`src/rtl/multicycle_control.sv`:
```
// Main control FSM for the multi-cycle RV32 datapath.
// State-decoded strobes are registered from the next state so they change
// cleanly on the clock edge; only the strobes that must react to MemReady
// (or Opcode) in the current cycle are formed combinationally.
module multicycle_control (
  input  logic       clk,
  input  logic       rst_n,
  input  logic [6:0] Opcode,
  input  logic       MemReady,
  output logic [1:0] ALUOp,
  output logic       ALUSrcA,
  output logic [1:0] ALUSrcB,
  output logic       IorD,
  output logic       MemRead,
  output logic       MemWrite,
  output logic       IRWrite,
  output logic       PCWrite,
  output logic       PCWriteCond,
  output logic [1:0] PCSource,
  output logic [1:0] MemtoReg,
  output logic       RegWrite,
  output logic       Retire,
  output logic       IllegalOp,
  output logic [3:0] State
);

  typedef enum logic [3:0] {
    FETCH  = 4'd0,
    DECODE = 4'd1,
    MEMADR = 4'd2,
    MEMRD  = 4'd3,
    MEMWB  = 4'd4,
    MEMWR  = 4'd5,
    EXEC   = 4'd6,
    RWB    = 4'd7,
    BRANCH = 4'd8,
    JAL    = 4'd9,
    IEXEC  = 4'd10
  } state_t;

  localparam logic [6:0] OP_RTYPE  = 7'b0110011;
  localparam logic [6:0] OP_IALU   = 7'b0010011;
  localparam logic [6:0] OP_LOAD   = 7'b0000011;
  localparam logic [6:0] OP_STORE  = 7'b0100011;
  localparam logic [6:0] OP_BRANCH = 7'b1100011;
  localparam logic [6:0] OP_JAL    = 7'b1101111;

  typedef struct packed {
    logic [1:0] alu_op;
    logic       alu_src_a;
    logic [1:0] alu_src_b;
    logic       iord;
    logic       mem_read;
    logic       mem_write;
    logic       pc_write;
    logic       pc_write_cond;
    logic [1:0] pc_source;
    logic [1:0] memto_reg;
    logic       reg_write;
    logic       retire;
  } ctrl_t;

  state_t state_q, state_d;
  ctrl_t  ctrl_q;
  logic   opcode_legal;
  logic   in_fetch;
  logic   in_memwr;

  // Unconditional strobes for a given state; the MemReady-qualified ones
  // (fetch IR/PC write, store retire) are added outside the register.
  function automatic ctrl_t decode(input state_t s);
    ctrl_t c;
    c = '0;
    case (s)
      FETCH: begin
        c.mem_read  = 1'b1;
        c.alu_src_b = 2'd1;
      end
      DECODE: c.alu_src_b = 2'd2;
      MEMADR: begin
        c.alu_src_a = 1'b1;
        c.alu_src_b = 2'd2;
      end
      MEMRD: begin
        c.mem_read = 1'b1;
        c.iord     = 1'b1;
      end
      MEMWB: begin
        c.reg_write = 1'b1;
        c.memto_reg = 2'd1;
        c.retire    = 1'b1;
      end
      MEMWR: begin
        c.mem_write = 1'b1;
        c.iord      = 1'b1;
      end
      EXEC: begin
        c.alu_src_a = 1'b1;
        c.alu_op    = 2'd2;
      end
      IEXEC: begin
        c.alu_src_a = 1'b1;
        c.alu_src_b = 2'd2;
      end
      RWB: begin
        c.reg_write = 1'b1;
        c.retire    = 1'b1;
      end
      BRANCH: begin
        c.alu_src_a     = 1'b1;
        c.alu_op        = 2'd1;
        c.pc_write_cond = 1'b1;
        c.pc_source     = 2'd1;
        c.retire        = 1'b1;
      end
      JAL: begin
        c.pc_write  = 1'b1;
        c.pc_source = 2'd2;
        c.reg_write = 1'b1;
        c.memto_reg = 2'd2;
        c.retire    = 1'b1;
      end
      default: c = '0;
    endcase
    return c;
  endfunction

  // Recognise the opcodes this datapath can execute
  always_comb begin
    opcode_legal = 1'b0;
    case (Opcode)
      OP_RTYPE, OP_IALU, OP_LOAD, OP_STORE, OP_BRANCH, OP_JAL: opcode_legal = 1'b1;
      default: opcode_legal = 1'b0;
    endcase
  end

  // Next-state selection; MemReady only matters in the three memory states
  always_comb begin
    state_d = FETCH;
    case (state_q)
      FETCH:  state_d = MemReady ? DECODE : FETCH;
      DECODE: begin
        case (Opcode)
          OP_RTYPE:          state_d = EXEC;
          OP_IALU:           state_d = IEXEC;
          OP_LOAD, OP_STORE: state_d = MEMADR;
          OP_BRANCH:         state_d = BRANCH;
          OP_JAL:            state_d = JAL;
          default:           state_d = FETCH;
        endcase
      end
      MEMADR: state_d = (Opcode == OP_LOAD) ? MEMRD : MEMWR;
      MEMRD:  state_d = MemReady ? MEMWB : MEMRD;
      MEMWR:  state_d = MemReady ? FETCH : MEMWR;
      EXEC:   state_d = RWB;
      IEXEC:  state_d = RWB;
      default: state_d = FETCH;
    endcase
  end

  // State register and registered strobes; reset lands on FETCH values at once
  always_ff @(posedge clk or negedge rst_n) begin
    if (!rst_n) begin
      state_q <= FETCH;
      ctrl_q  <= decode(FETCH);
    end else begin
      state_q <= state_d;
      ctrl_q  <= decode(state_d);
    end
  end

  assign in_fetch = (state_q == FETCH);
  assign in_memwr = (state_q == MEMWR);

  assign ALUOp       = ctrl_q.alu_op;
  assign ALUSrcA     = ctrl_q.alu_src_a;
  assign ALUSrcB     = ctrl_q.alu_src_b;
  assign IorD        = ctrl_q.iord;
  assign MemRead     = ctrl_q.mem_read;
  assign MemWrite    = ctrl_q.mem_write;
  assign PCWriteCond = ctrl_q.pc_write_cond;
  assign PCSource    = ctrl_q.pc_source;
  assign MemtoReg    = ctrl_q.memto_reg;
  assign RegWrite    = ctrl_q.reg_write;
  assign IRWrite     = rst_n & in_fetch & MemReady;
  assign PCWrite     = ctrl_q.pc_write | IRWrite;
  assign Retire      = ctrl_q.retire | (rst_n & in_memwr & MemReady);
  assign IllegalOp   = rst_n & (state_q == DECODE) & ~opcode_legal;
  assign State       = state_q;

endmodule
```
`config.mk`:
```
export PLATFORM = sky130hd
export DESIGN_NAME = multicycle_control
export DESIGN_NICKNAME = d
export VERILOG_FILES = /design/src/rtl/multicycle_control.sv
export SDC_FILE = /design/constraint.sdc
export NUM_CORES = 1
export LEC_CHECK = 0
export CORE_AREA = 2 2 48 50
export CTS_BUF_LIST = sky130_fd_sc_hd__clkbuf_4 sky130_fd_sc_hd__clkbuf_8 sky130_fd_sc_hd__clkbuf_16
export DETAILED_ROUTE_END_ITERATION = 8
export DIE_AREA = 0 0 50 52
export PLACE_DENSITY = 0.81
export SYNTH_ARGS = -nofsm -noshare
export SYNTH_HDL_FRONTEND = slang
export SYNTH_SLANG_ARGS = --single-unit
export TNS_END_PERCENT = 50
```
`constraint.sdc`:
```
create_clock -name clk -period 3.53 [get_ports clk]
set_input_delay 0.706 -clock clk [delete_from_list [all_inputs] [get_ports clk]]
set_output_delay 0.706 -clock clk [all_outputs]
set_load 0.01 [all_outputs]
```
==> flow_summary_export.csv, run 1 <==
group,metric,value,unit
floorplanning,die_h,52,um
setup_path,crit_type,"in -> out",
timing,slew_violations,0,
setup_path,crit_path_start,"Opcode[0]",
cells_and_area,nNetsFinal,130,
synth,avgSynthCellArea,10.3,um^2
cts,cts_buffers,3,
route,wirelength,2050,um
synth,syn_nets,104,
floorplanning,die_w,50,um
setup_path,r2r_slack,1510,ps
route,ant_nets,0,
cts,cts-root-buf,"clkbuf_4",
synth,async_flop_share,100,%
setup_path,critPathCapture,"IllegalOp",
setup_path,r2r-end,"MemRead$_DFF_PN1_",
power,fin_total_pwr,390,uW
timing,worst-slew-pin-transition,459,ps
setup_path,r2r-start,"State[0]$_DFF_PN0_",
cts,ctsHoldBuffers,0,
floorplanning,die_area,2600,um^2
route,drt-pass1-iter-count,4,
timing,rsz0062_at_grt,"no",
global_route,antenna_found_initial,0,
route,drcViolationCount,0,
timing,max_freq,316,MHz
cells_and_area,antenna_cells,0,
timing,timing.slew.headroom,69.0,%
timing,fin_skew,5.31,ps
timing,setup_violations,0,
synth,yosysSeqAreaShare,41.5,%
placement,dp_hpwl,1580,um
cells_and_area,nFillCells,182,
global_route,grt_max_degree,16,
synth,yosysTopAreaCell,"dfrtp_1",
cts,clock_sinks,16,
route,dr_wl_met3,92,um
route,viasPerCell,5.44,
power,p_per_area,305,nW/um^2
synth,synth_edf_count,0,
floorplanning,ioPinCount,32,
cells_and_area,drive_gt1_share,17.6,%
timing,tns,0,ps
floorplanning,core,2110,um^2
setup_path,worst_ep_required_time,2820,ps
synth,ys_types,45,
route,top_layer_used,"met4",
cts,htree_levels,1,
floorplanning,start_util,46.0,%
floorplanning,row_count,17,
route,route.vias.total,800,
cts,post_cts_resized,0,
flow_run,drv_cap,0,
min_path,hp-class,"reg -> reg",
route,dr_wl_met2,1020,um
setup_path,end_kind,"output port",
synth,netlist_top_cells_area,"dfrtp_1, buf_4, dfstp_2",
cts,insertion_delay,290,ps
setup_path,critPathMaxFanout,3,
power,power_leakage,0.000549,uW
cts,cts.clk_slew.worst_paths,80,ps
synth,yosys.area.top_type_share,36.1,%
placement,place.gp.congestion,0.837,
cells_and_area,stdcell_count,147,
synth,netlist_instances,94,
placement,io_buffers,31,
route,drt-met1-wl,871,um
timing,hold_violations,0,
route,drt_iter0_drc,7,
global_route,track_usage,18.5,%
synth,ys_ff_latch,16,
timing,min_period,3170,ps
setup_path,reg2reg_depth,6,
global_route,gr-total-overflow,0,
setup_path,startpoint_type,"primary input",
synth,ys.flop_type,"dfrtp_1",
cts,clock_path_buffers,2,
cells_and_area,fin_area,1280,um^2
placement,dp_cells,143,
cts,cts_tree,"done",
cts,post_cts_buffers,0,
timing,finalCritPeriodShare,89.7,%
status,status,"finished, final reports clean",
setup_path,cp.arrival,2460,ps
placement,place_area,1250,um^2
synth,yosysWarnings,0,
global_route,grt_first_pass_wirelength,3540,um
synth,synth_area,970,um^2
power,ir_worst_vdd,0.341,mV
route,wl_per_cell,13.9,um
cells_and_area,area_growth,32.1,%
global_route,first_global_vias,784,
-- critical path, stage by stage --
cell             delay (ps)
clkdlybuf4s50_1         480
nor4bb_1                460
nand2_1                 140
and4_1                  200
clkdlybuf4s50_1         470
-- through the flow --
step	hold WS [ps]	util (%)	setup slack [ps]
final	761	60.8	362
after global routing	813	60.8	215
after CTS	765	60.8	364
after detailed placement	757	59.4	376
after global placement	749	59.4	443
after floorplan	410	-	1420
-- cell usage after synthesis (2+ instances only) --
library cell and count:
and4_1 3, or2_2 2, nand4_1 2, nor2_1 5, o41ai_1 2, nor3_1 2
nand2b_1 5, inv_1 6, nor4bb_1 2, dfstp_2 2, nand2_1 3, dfrtp_1 14
buf_2 3, o21ai_1 3, buf_4 8, nand3_1 3
-- power breakdown --
part           switching, uW  internal [uW]
Combinational           38.3           46.1
Sequential              8.33            193
Clock                   52.9           51.7
Total                   99.5            291
-- cell usage in the layout (no fill, tap or decap), types with 3 or more instances in the layout --
master / synthesis / final
and4_1: 3 / 3
dfrtp_1: 14 / 14
nor2_1: 5 / 5
clkdlybuf4s50_1: 0 / 31
nand2_1: 3 / 3
o21ai_1: 3 / 3
clkbuf_4: 0 / 4
inv_1: 6 / 6
nand2b_1: 5 / 5
nand3_1: 3 / 3
-- logic make-up (layout without fill, tap and decap cells) --
group | count (synthesis) | after routing | share of synthesized area, %
buffers and inverters | 19 | 44 | 11.0
AND/OR/NAND/NOR | 40 | 40 | 29.7
AO/OA/AOI/OAI | 18 | 18 | 16.9
XOR/XNOR | 1 | 1 | 0.903
flip-flops | 16 | 16 | 41.5
-- worst min-delay path by stage --
stage | start | cells after the start | to | slack [ps]
after global routing | rst_n | 2 | IorD$_DFF_PN0_ | 810
after floorplan | rst_n | 0 | ALUOp[0]$_DFF_PN0_ | 410
after CTS | State[1]$_DFF_PN0_ | 2 | IorD$_DFF_PN0_ | 760
final | State[1]$_DFF_PN0_ | 2 | IorD$_DFF_PN0_ | 760
after global placement | State[1]$_DFF_PN0_ | 2 | IorD$_DFF_PN0_ | 750
after detailed placement | State[1]$_DFF_PN0_ | 2 | IorD$_DFF_PN0_ | 760
-- final cells by class --
cell class,instances,area (um^2),share of cell area (%)
multi-input cells,59,460,35.9
flip-flops and latches,16,403,31.4
well taps,28,35.0,2.73
clock buffers,4,30.0,2.34
repair buffers,33,325,25.4
inverters,7,27.5,2.15
-- registers in the layout (all words and copies together), names as in the netlist --
signal    count
MemtoReg      2
MemWrite      1
ctrl_q        1
ALUSrcB       2
State         4
IorD          1
RegWrite      1
ALUOp         2
MemRead       1
ALUSrcA       1
-- routing by layer --
layer	up-vias	GRT usage, %
met2	28	31.6
met3	8	5.17
met5	-	0
met4	0	9.72
li1	389	-
met1	375	21.0
(Power assumes the default switching activity.)
==> run 2, diff against run 1 <==
--- a/config.mk
+++ b/config.mk
@@ -5,11 +5,11 @@
 export SDC_FILE = /design/constraint.sdc
 export NUM_CORES = 1
 export LEC_CHECK = 0
-export CORE_AREA = 2 2 48 50
+export CAP_MARGIN = 20
+export CORE_AREA = 2 2 60 62
 export CTS_BUF_LIST = sky130_fd_sc_hd__clkbuf_4 sky130_fd_sc_hd__clkbuf_8 sky130_fd_sc_hd__clkbuf_16
 export DETAILED_ROUTE_END_ITERATION = 8
-export DIE_AREA = 0 0 50 52
-export PLACE_DENSITY = 0.81
+export DIE_AREA = 0 0 62 64
 export SYNTH_ARGS = -nofsm -noshare
 export SYNTH_HDL_FRONTEND = slang
 export SYNTH_SLANG_ARGS = --single-unit
==> flow_summary_export.csv, run 2 (synthesis results as in run 1) <==
group,metric,value,unit
status,status,"finished, final reports clean",
cts,insertion_delay,290,ps
route,drcViolationCount,0,
placement,dp_cells,160,
floorplanning,die_w,62,um
power,internal_power,301,uW
cts,clock_path_buffers,2,
cells_and_area,stdcell_count,164,
setup_path,cp.arrival,2470,ps
cts,clock_sinks,16,
floorplanning,die_h,64,um
power,ir_worst_vdd,0.164,mV
timing,tns,0,ps
setup_path,critPathMaxFanout,3,
cells_and_area,nNetsFinal,129,
timing,slew_violations,0,
setup_path,max_stage_delay,490,ps
global_route,track_usage,12.1,%
cells_and_area,nFillCells,330,
setup_path,cp_slowest_cell,"clkdlybuf4s50_1",
power,seqPwrFrac,49.6,%
cells_and_area,area_growth,34.3,%
global_route,grt_max_degree,16,
setup_path,path_delay_family,"buffers and inverters",
power,p_clk_share,29.6,%
cells_and_area,largest_register_ff_count,4,
cells_and_area,layout_commonest_cell,"clkdlybuf4s50_1",
timing,min_period,3180,ps
floorplanning,start_util,29.5,%
route,drt-pass1-iter-count,4,
route,viasPerCell,4.82,
timing,finalCritPeriodShare,90.0,%
route,ant_nets,0,
timing,hold_violations,0,
setup_path,path_common_cell,"clkdlybuf4s50_1",
cells_and_area,final_cell_mix,"clkdlybuf4s50_1, dfrtp_1, inv_1",
timing,rsz0062_at_grt,"no",
placement,place.gp.congestion,0.838,
power,p_switching,105,uW
power,p_sw_share,25.8,%
global_route,first_global_vias,712,
global_route,grt_first_pass_wirelength,3600,um
setup_path,end_kind,"output port",
cells_and_area,multi_input_area,460,um^2
cells_and_area,drive_gt1_share,16.9,%
timing,fin_skew,6.38,ps
global_route,gr-total-overflow,0,
min_path,hp-class,"in -> async",
power,power_leakage,0.000547,uW
route,route.vias.total,790,
cts,post_cts_buffers,0,
route,wirelength,2180,um
cts,ctsHoldBuffers,0,
route,drt_iter0_drc,15,
floorplanning,core,3280,um^2
setup_path,crit_chain,"clkdlybuf4s50_1 -> nor4bb_1 -> nand2_1 -> and4_1 -> clkdlybuf4s50_1",
flow_run,drv_cap,0,
placement,dp_hpwl,1680,um
power,p_per_area,312,nW/um^2
setup_path,r2r_slack,1510,ps
setup_path,crit_type,"in -> out",
floorplanning,row_count,21,
placement,io_buffers,31,
timing,max_freq,315,MHz
floorplanning,die_area,3970,um^2
power,p_comb_share,20.8,%
cells_and_area,seq_area,403,um^2
cts,cts.clk_slew.worst_paths,90,ps
setup_path,critPathBufInv,2,
cts,cts_tree,"done",
global_route,antenna_found_initial,0,
timing,timing.slew.headroom,69.6,%
cells_and_area,antenna_cells,0,
setup_path,worst_ep_required_time,2820,ps
floorplanning,ioPinCount,32,
timing,worst-slew-pin-transition,450,ps
cts,post_cts_resized,0,
cts,cts-root-buf,"clkbuf_4",
cts,cts_buffers,3,
timing,setup_violations,0,
cts,htree_levels,1,
setup_path,startpoint_type,"primary input",
route,wl_per_cell,13.3,um
run 2: cell count changes in the layout (fill, tap and decap cells not counted):
| cell | delta |
|---|---|
| buf_4 | -1 |
| clkbuf_4 | -1 |
| clkbuf_8 | +1 |
run 2: final cells by class:
cell class / instances / area share (%)
repair buffers: 32 / 24.4
clock buffers: 4 / 2.79
multi-input cells: 59 / 35.4
well taps: 46 / 4.42
inverters: 7 / 2.11
flip-flops and latches: 16 / 30.9
run 2: metal layers:
metal / global-route usage, % / up-vias / wire (um)
met2: 17.8 / 33 / 989
met3: 4.05 / 3 / 143
met5: 0 / - / 0
met4: 2.39 / 0 / 6
li1: - / 381 / -
met1: 17.0 / 373 / 1040
run 2: path summary, 6_finish.rpt:
kind | cells after the start | to | from
setup / recovery | 5 | IllegalOp | Opcode[0]
setup reg to reg | 6 | MemRead$_DFF_PN1_ | State[0]$_DFF_PN0_
hold reg to reg | 1 | MemtoReg[0]$_DFF_PN0_ | State[1]$_DFF_PN0_
max in group asynchronous | 2 | ALUSrcB[0]$_DFF_PN1_ | rst_n
hold / removal | 1 | ctrl_q[0]$_DFF_PN0_ | rst_n
min in group clk | 1 | MemtoReg[0]$_DFF_PN0_ | State[1]$_DFF_PN0_
run 2: worst reg2reg max path, cell delays in order (launching register included):
cell and delay [ps]:
dfrtp_1 540, or4b_4 610, a2111oi_4 360, a21oi_2 100
clkinv_2 90, o21ai_2 80, nor3b_2 170
run 2: power groups by stage:
stage               clock network [uW]  registers (uW)  logic [uW]
finish                             120             201        84.5
global route                       135             203        91.1
CTS                                122             201        85.4
detailed placement                   0             205        85.0
global placement                     0             204        83.5
floorplan                            0             202        45.4
run 2: per-stage QoR:
| stage | cell area [um^2] | power (uW) | hold slack, ps | worst slack [ps] | utilization (%) |
|---|---|---|---|---|---|
| after floorplan | 970 | 247 | 410 | 1420 | - |
| after global placement | 1270 | 288 | 753 | 435 | 38.6 |
| after detailed placement | 1270 | 290 | 763 | 350 | 38.6 |
| after CTS | 1300 | 409 | 688 | 352 | 39.7 |
| after global routing | 1300 | 429 | 683 | 239 | 39.7 |
| final | 1300 | 406 | 682 | 354 | 39.7 |
